<file path="config.mk">
export PLATFORM = sky130hd
export DESIGN_NAME = buffer2axis
export DESIGN_NICKNAME = d
export VERILOG_FILES = /design/src/rtl/conware_pkg.sv /design/src/rtl/buffer2axis.sv
export SDC_FILE = /design/constraint.sdc
export NUM_CORES = 1
export LEC_CHECK = 0
export ABC_CLOCK_PERIOD_IN_PS = 2610
export BUFFER_PORTS_ARGS = -buffer_cell sky130_fd_sc_hd__buf_2
export CAP_MARGIN = 20
export CELL_PAD_IN_SITES_DETAIL_PLACEMENT = 1
export CELL_PAD_IN_SITES_GLOBAL_PLACEMENT = 2
export CORE_MARGIN = 5
export CORE_UTILIZATION = 34
export CTS_CLUSTER_DIAMETER = 40
export DETAILED_ROUTE_END_ITERATION = 8
export PLACE_DENSITY_LB_ADDON = 0.1
export SYNTH_ARGS = -nofsm -noshare
export SYNTH_HDL_FRONTEND = slang
export SYNTH_SLANG_ARGS = --single-unit
</file>
<file path="constraint.sdc">
create_clock -name clk -period 2.61 [get_ports clk]
set_input_delay 0.3915 -clock clk [delete_from_list [all_inputs] [get_ports clk]]
set_output_delay 0.3915 -clock clk [all_outputs]
set_load 0.05 [all_outputs]
</file>
<file path="src/rtl/conware_pkg.sv">
// conware_pkg: definitions shared by the conware streaming stages.
//   state_t     - two-state handshake FSM encoding. The upstream row-buffer
//                 stage uses the same encoding for its Wait/Read states.
//   DEF_*       - default pixel width, cells per row and rows per frame.
//   cnt_width() - counter width able to index 0..n-1, never less than 1 bit.
package conware_pkg;

  typedef enum logic {
    ST_IDLE = 1'b0,  // waiting for a row (upstream: Wait)
    ST_SEND = 1'b1   // streaming pixels (upstream: Read)
  } state_t;

  localparam int DEF_DWIDTH = 32;
  localparam int DEF_WIDTH  = 8;
  localparam int DEF_HEIGHT = 8;

  function automatic int cnt_width(input int n);
    return (n <= 2) ? 1 : $clog2(n);
  endfunction

endpackage

</file>
<file path="src/rtl/buffer2axis.sv">
// buffer2axis: serialises one row of cell states into an AXI-Stream of
// coloured pixels and marks the last pixel of each frame with TLAST.
//
// Ports:
//   clk, rstn      - clock; asynchronous active-low reset
//   alive_color    - pixel value for a cell bit of 1 (sampled when a row is taken)
//   dead_color     - pixel value for a cell bit of 0 (sampled when a row is taken)
//   in_data        - WIDTH-bit row, bit 0 is the first pixel sent
//   in_valid       - in_data is valid
//   in_ready       - block can take a row (registered)
//   M_AXIS_TDATA   - pixel data
//   M_AXIS_TVALID  - pixel valid (registered)
//   M_AXIS_TREADY  - sink accepts pixel
//   M_AXIS_TLAST   - last pixel of the last row of a frame
//
// Handshakes: a transfer happens on a rising edge where valid and ready are
// both high. The producer keeps valid and its data stable until that edge and
// never withdraws valid without a transfer; ready may change freely.
module buffer2axis
  import conware_pkg::*;
#(
  parameter int DWIDTH = DEF_DWIDTH,
  parameter int WIDTH  = DEF_WIDTH,
  parameter int HEIGHT = DEF_HEIGHT
) (
  input  logic              clk,
  input  logic              rstn,
  input  logic [DWIDTH-1:0] alive_color,
  input  logic [DWIDTH-1:0] dead_color,
  input  logic [WIDTH-1:0]  in_data,
  input  logic              in_valid,
  output logic              in_ready,
  output logic [DWIDTH-1:0] M_AXIS_TDATA,
  output logic              M_AXIS_TVALID,
  input  logic              M_AXIS_TREADY,
  output logic              M_AXIS_TLAST
);

  localparam int PW = cnt_width(WIDTH);
  localparam int RW = cnt_width(HEIGHT);
  localparam logic [PW-1:0] PIX_LAST = PW'(WIDTH - 1);
  localparam logic [RW-1:0] ROW_LAST = RW'(HEIGHT - 1);

  state_t            state_q, state_d;
  logic              in_ready_d, tvalid_d;
  logic [PW-1:0]     pix_q;
  logic [RW-1:0]     row_cnt_q;
  logic [WIDTH-1:0]  row_q;
  logic [DWIDTH-1:0] alive_q, dead_q;

  logic accept, beat, row_done;

  assign accept   = in_valid && in_ready;
  assign beat     = M_AXIS_TVALID && M_AXIS_TREADY;
  assign row_done = beat && (pix_q == PIX_LAST);

  // State register
  always_ff @(posedge clk or negedge rstn) begin
    if (!rstn) state_q <= ST_IDLE;
    else       state_q <= state_d;
  end

  // Next-state logic
  always_comb begin
    state_d = state_q;
    case (state_q)
      ST_IDLE: if (accept)   state_d = ST_SEND;
      ST_SEND: if (row_done) state_d = ST_IDLE;
      default:               state_d = ST_IDLE;
    endcase
  end

  // Output logic: the handshake outputs are registered, so they are computed
  // from the next state. Reset holds both low, which is why in_ready only
  // rises on the first edge after rstn is released.
  always_comb begin
    in_ready_d = (state_d == ST_IDLE);
    tvalid_d   = (state_d == ST_SEND);
  end

  always_ff @(posedge clk or negedge rstn) begin
    if (!rstn) begin
      in_ready      <= 1'b0;
      M_AXIS_TVALID <= 1'b0;
    end else begin
      in_ready      <= in_ready_d;
      M_AXIS_TVALID <= tvalid_d;
    end
  end

  // Row and colour capture plus the pixel/row counters. Colours are sampled
  // with the row so that input colour changes only affect later rows.
  always_ff @(posedge clk or negedge rstn) begin
    if (!rstn) begin
      row_q     <= '0;
      alive_q   <= '0;
      dead_q    <= '0;
      pix_q     <= '0;
      row_cnt_q <= '0;
    end else begin
      if (accept) begin
        row_q   <= in_data;
        alive_q <= alive_color;
        dead_q  <= dead_color;
        pix_q   <= '0;
      end else if (beat) begin
        if (pix_q == PIX_LAST) begin
          pix_q <= '0;
          // Explicit wrap: HEIGHT need not be a power of two.
          if (row_cnt_q == ROW_LAST) row_cnt_q <= '0;
          else                       row_cnt_q <= row_cnt_q + 1'b1;
        end else begin
          pix_q <= pix_q + 1'b1;
        end
      end
    end
  end

  // Pixel counter and row register only change on a beat or a new row,
  // so TDATA/TLAST stay stable while the sink stalls.
  assign M_AXIS_TDATA = M_AXIS_TVALID ? (row_q[pix_q] ? alive_q : dead_q) : '0;
  assign M_AXIS_TLAST = M_AXIS_TVALID && (pix_q == PIX_LAST) && (row_cnt_q == ROW_LAST);

endmodule

</file>
Word level (Yosys, flattened, before mapping)
Index checks and enable logic that the tools add are counted.
Widths: inputs -> output; s select.
{"block": "op_classes", "addsub": 2, "n_lt_le_gt_ge": 1, "eq_ne": 2, "n_mux": 11, "bitwise_logic": 3, "n_reduce_logical": 7}
{"op": "$mux 32", "n": 2}
{"op": "$mux 3", "n": 4}
{"op": "$add 3x1->3 const B", "n": 2}
{"op": "$eq 3x3->1 const B", "n": 2}
{"op": "$logic_and 1x1->1", "n": 5}
{"op": "$lt 3x4->1 const B", "n": 1}
{"op": "$bmux 1 s3", "n": 1}
{"op": "$mux 1", "n": 3}
{"op": "$not 1->1", "n": 3}
{"op": "$reduce_and 3->1", "n": 1}
{"op": "$pmux 1 s2", "n": 1}
{"op": "$reduce_bool 2->1", "n": 1}
{"block": "word_totals", "ff_bits": 80, "input_bits": 76, "output_inout_bits": 35, "word_cells": 33}

Logic depth before layout (Yosys ltp)
Gate-level depths: netlist (run 1).
{"block": "depth", "depth_word": 5, "depth_mapped": 6, "depth_no_buf": 5}

Least setup slack after synthesis (run 1)
Ideal clock, no wire load.
{"block": "synth_timing", "path_kind": "register to output", "start": "register pix_q[0]", "end": "output port M_AXIS_TDATA[10]", "t_arrival_ns": 2.161, "required_ns": 2.219, "path_slack_ns": 0.058, "path_stages_with_launch": 7, "n_path_buf": 3, "cell_sequence": "dfrtp_1 > buf_6 > mux2i_1 > mux4_2 > buf_6 > buf_12 > mux2i_1"}
{"block": "synth_via", "elab_chain_cells": 4}
{"element": "start: declaration", "line_no": "buffer2axis.sv:46", "rtl": "logic [PW-1:0] pix_q;"}
{"element": "start signal: assignment", "line_no": "buffer2axis.sv:113", "rtl": "pix_q <= pix_q + 1'b1;"}
{"element": "$bmux 1 s3", "line_no": "buffer2axis.sv:121", "rtl": "assign M_AXIS_TDATA = M_AXIS_TVALID ? (row_q[pix_q] ? alive_q : dead_q) : '0;"}
{"element": "$mux 1 (not written as such)", "line_no": "buffer2axis.sv:121"}
{"element": "$mux 32 (2 in a row)", "line_no": "buffer2axis.sv:121"}
{"element": "end: declaration", "line_no": "buffer2axis.sv:33", "rtl": "output logic [DWIDTH-1:0] M_AXIS_TDATA,"}
No other way between the ends. The select of a mux whose other input is x is not followed.

Worst setup path after layout (run 1)
{"block": "layout_timing", "start": "register pix_q[0]", "end": "output port M_AXIS_TDATA[5]"}
Same word-level chain as after synthesis.

==> results of run 1 <==
Yosys cell counts:
library cell,n,area share
a21oi_1,2,0.0026
a31oi_1,1,0.0017
and2_1,1,0.0017
and3_1,1,0.0017
buf_12,3,0.016
buf_2,3,0.0040
buf_6,2,0.0060
clkbuf_1,14,0.014
dfrtp_1,80,0.53
ha_1,5,0.017
inv_1,1,0.00099
mux2_2,74,0.22
mux2i_1,37,0.098
mux4_2,1,0.0060
nand2_1,67,0.067
nand3_1,3,0.0040
nor2_1,5,0.0050
o21ai_0,2,0.0026
o41ai_1,1,0.0023
worst max-delay path, stage by stage (launching register included):
cell     delay (ns)
dfrtp_2        0.48
mux2i_1        0.15
mux4_2         0.48
buf_4          0.23
mux2i_2        0.24
buf_6          0.19
state kept, by name, summed over array words and instances, names as in the netlist:
| signal | cells |
|---|---|
| alive_q | 32 |
| dead_q | 32 |
| row_q | 8 |
| pix_q | 3 |
| row_cnt_q | 3 |
| M_AXIS_TVALID | 1 |
| in_ready | 1 |
cell usage in the layout, fill, tap and decap left out, types with 2 or more instances in the layout:
| cell | Yosys | layout |
|---|---|---|
| dfrtp_1 | 80 | 78 |
| o21ai_0 | 2 | 2 |
| buf_4 | 0 | 20 |
| buf_2 | 3 | 79 |
| buf_6 | 2 | 3 |
| mux2i_1 | 37 | 35 |
| mux2_2 | 74 | 74 |
| clkbuf_1 | 14 | 2 |
| nand3_1 | 3 | 3 |
| dfrtp_2 | 0 | 2 |
| nand2_1 | 67 | 67 |
| ha_1 | 5 | 5 |
| nor2_1 | 5 | 5 |
| buf_12 | 3 | 3 |
| a21oi_1 | 2 | 2 |
| clkbuf_8 | 0 | 11 |
| clkinv_2 | 0 | 2 |
| clkbuf_4 | 0 | 12 |
timing repair:
action                     4_1_cts  5_1_grt
hold endpoints to repair         0        0
gates resized for setup          6       45
setup endpoints to repair       27       29
worst paths after layout:
| check | to | slack, ns | cells past startpoint |
|---|---|---|---|
| setup / recovery | M_AXIS_TDATA[5] | 0.08 | 5 |
| hold / removal | dead_q[21] | 0.01 | 1 |
| setup reg to reg | row_cnt_q[0] | 0.91 | 5 |
| hold reg to reg | alive_q[6] | 0.51 | 1 |
| max in group asynchronous | pix_q[0] | 1.96 | 2 |
| min in group clk | alive_q[2] | 0.26 | 2 |
kinds of logic (layout without fill, tap and decap cells):
group	after synthesis	after routing
adders and majority gates	5	5
DFF	80	80
and+or+nand+nor	77	77
AOI/OAI and AO/OA	6	6
muxes	112	112
buffers and inverters	23	134
per-stage QoR:
step	TNS (ns)	hold WS (ns)	instance area, um2	util	instances
2_1_floorplan	0	0.0959	3780	-	303
3_3_place_gp	0	0.414	4450	0.409	538
3_5_place_dp	0	0.410	4450	0.409	538
4_1_cts	0	0.0121	4660	0.428	554
5_1_grt	-0.0163	0.0398	4750	0.436	554
6_report	0	0.0115	4750	0.436	554
routing by layer:
layer | vias up | part of all wire | GRT usage
li1 | 1249 | - | -
met1 | 1271 | 0.44 | 0.185
met2 | 60 | 0.49 | 0.231
met3 | 13 | 0.051 | 0.0321
met4 | 2 | 0.019 | 0.0634
met5 | - | 0.0015 | 0
layout make-up:
| class | count | area [um2] |
|---|---|---|
| clock buffer | 13 | 159 |
| clock inverter | 3 | 40.0 |
| fill | 1236 | 6140 |
| inverter | 1 | 3.75 |
| multi-input combinational | 200 | 1640 |
| sequential | 80 | 2000 |
| tap | 140 | 175 |
| timing repair buffer | 117 | 729 |
==> results.cfg, run 1 <==
[hold_path]
hold_path.class = in -> async

[synthesis]
syn_area_um2 = 3780
ys_ff_latch = 80
synth-compound-area-share = 0.00927
seq_area_frac_synth = 0.530
avgSynthCellArea_um2 = 12.5
synth_mux_area_frac = 0.325
synth-adder-area-share = 0.0166
synth-xor-area-share = 0
synthCells = 303
synth_warnings = 0
synth_top_family_by_area = multiplexers
synth_fp_nets = 384
yosysUniqueCellTypes = 19
yosys.area_share.simple = 0.0788

[grt]
gr-usage-all-layers = 0.143
grt_pass1_vias = 2875
overflow = 0
antenna_found_initial = 1
grt_max_degree = 44
grt_pass1_wl_mm = 14.6

[drt]
vias = 2595
detail_route.wirelength_mm = 9.04
antenna_left = 0
viasPerCell = 4.68
first_iter_violations = 72
drtPass1Iterations = 2
drc_errors = 0
post_drt_wl_per_cell_um = 16.3

[placement]
hpwl_mm = 6.45
place_ws_ns = 0.308
io_buffer_count = 110
gp_congestion = 0.742

[job]
drv_cap = 0

[worst_setup_path]
criticalPathCategory = reg -> out
worstPathArrival_ns = 2.14
crit_required_ns = 2.22
reg2reg_from = pix_q[0]
setup.worst_path.start = pix_q[0]
end_kind = output pin
critPathLaunchType = flip-flop
worstPathMaxFanout = 11

[timing]
final.period_utilization = 0.971
finalSetupViolations = 0
rsz0062_at_grt = true
slew_violations = 0
slew_headroom = 0.650
tightest_slew_ns = 0.525
fin_crit_ns = 2.53
setup_ws_ns = 0.0755
clock_skew_ns = 0.00889
hold_viol = 0
max_freq_ghz = 0.395

[die]
fp.dieW_um = 115
initial_core_util = 0.347
std_cell_rows = 38
core_um2 = 10900
num_io_pins = 111
die_h_um = 115
die_area_um2 = 13300

[clock_network]
postCtsSetupRepairBufs = 0
cts.sinks = 80
clk_latency_ns = 0.35
clkTransAtPathRegs_ns = 0.08
clockBufferDepth = 2
ctsHtreeMaxLevel = 3
cts_tree = built
root_buffer = clkbuf_8
cts_buffers = 9
postCtsHoldBufs = 0

[cells_and_area]
drive_gt1_frac = 0.510
final_nets = 490
diodes = 0
area_growth_pct = 25.8

[run_status]
status = finished clean
Power of run 1 is not shown: default switching activity piles up to over one toggle a cycle in this logic, so the estimate is an artifact.
==> inputs of run 2 (changes only) <==
SETUP_SLACK_MARGIN = 0.4   (was not set)
==> results.cfg, run 2 (synthesized netlist as in run 1, its figures left out) <==
[run_status]
status = finished clean

[cells_and_area]
design_area_um2 = 5040
layout_common_cells = 78 x dfrtp_1, 77 x buf_2, 74 x mux2_2
final_nets = 493
drive_gt1_frac = 0.588
diodes = 0
layoutNonFillerInstCount = 557
area_growth_pct = 33.3
layout_commonest_cell = dfrtp_1
largestRegisters = alive_q (32), dead_q (32), row_q (8)

[placement]
hpwl_mm = 6.35
post-place-cells = 539
io_buffer_count = 110
gp_congestion = 0.683
place_area_um2 = 4600

[die]
core_um2 = 10900
fp.dieW_um = 115
die_h_um = 115
std_cell_rows = 38
initial_core_util = 0.347
die_area_um2 = 13300
num_io_pins = 111

[drt]
vias = 2614
highest_layer = met4
wl_met3_um = 568
met2WireLength_mm = 4.18
detail_route.wirelength_mm = 8.82
drtPass1Iterations = 4
drc_errors = 0
m1WireLength_mm = 3.93
first_iter_violations = 87
post_drt_wl_per_cell_um = 15.8
viasPerCell = 4.69
antenna_left = 0

[worst_setup_path]
slowest_delay_ns = 0.52
end_kind = output pin
path_cells = mux2i_1 > mux4_2 > buf_12 > mux2i_2 > buf_6
worstPathArrival_ns = 2.11
worstPathMaxFanout = 26
criticalPathCategory = reg -> out
critical-path-slowest-cell = mux4_2
critPathLaunchType = flip-flop
crit_required_ns = 2.22

[timing]
clock_skew_ns = 0.00958
fin_setup_tns_ns = 0
tightest_slew_ns = 0.746
rsz0062_at_grt = true
finalSetupViolations = 0
holdWs_ns = 0.259
final.period_utilization = 0.957
max_freq_ghz = 0.400
slew_headroom = 0.503
hold_viol = 0
slew_violations = 0
fin_crit_ns = 2.50

[clock_network]
clockBufferDepth = 2
cts_buffers = 9
root_buffer = clkbuf_8
clk_latency_ns = 0.36
clkTransAtPathRegs_ns = 0.09
cts.sinks = 80
cts_tree = built
ctsHtreeMaxLevel = 3

[grt]
grt_max_degree = 55
overflow = 0
antenna_found_initial = 0
gr-usage-all-layers = 0.141
grt_pass1_vias = 2852
grt_pass1_wl_mm = 14.5

[hold_path]
hold_path.class = in -> reg

[job]
drv_cap = 0
run 2: cell count changes in the layout (fill, tap and decap cells not counted), moves of 12 or more:
| cell | delta |
|---|---|
| buf_6 | +29 |
| buf_4 | -15 |
| mux2i_2 | +30 |
| clkbuf_4 | -12 |
| mux2i_1 | -30 |
run 2: metrics by stage:
stage	setup slack [ns]	utilization
after floorplan	0.260	-
after global placement	0.340	0.423
after global routing	0.0317	0.463
final	0.113	0.463
after CTS	0.0584	0.463
after detailed placement	0.320	0.423
run 2: worst max-delay path: cells and delay by family, from the launching register on:
family	cells	cell delay (ns)
flip-flops	1	0.45
multiplexers	3	0.87
buffers and inverters	2	0.41
run 2: repair_timing:
action,CTS,global route
hold buffers,1,0
buffers inserted,1,0
gates resized for setup,66,0
setup endpoints to repair,32,32
hold endpoints to repair,30,0
run 2: path summary, 6_finish.rpt:
kind	to	startpoint	depth (start not counted)	slack, ns
min in group asynchronous	dead_q[12]	rstn	2	0.52
max reg2reg	row_cnt_q[2]	pix_q[0]	6	0.87
max	M_AXIS_TDATA[19]	pix_q[0]	5	0.11
max in group asynchronous	dead_q[29]	rstn	3	1.47
min	dead_q[26]	dead_color[26]	2	0.26
min reg2reg	alive_q[29]	alive_q[29]	1	0.51
run 2: layout make-up:
cell class	count	area (um2)
fill	1180	5850
sequential	80	2000
multi-input combinational	200	1750
timing repair buffer	120	893
tap	140	175
clock buffer	11	151
clock inverter	5	55.1
inverter	1	3.75
run 2: per-layer routing:
metal	vias to the layer above	global-route usage
met5	-	0
met4	0	0.0563
met3	12	0.0347
met2	67	0.228
met1	1282	0.181
li1	1253	-
Power of run 2 is left out for the same reason.
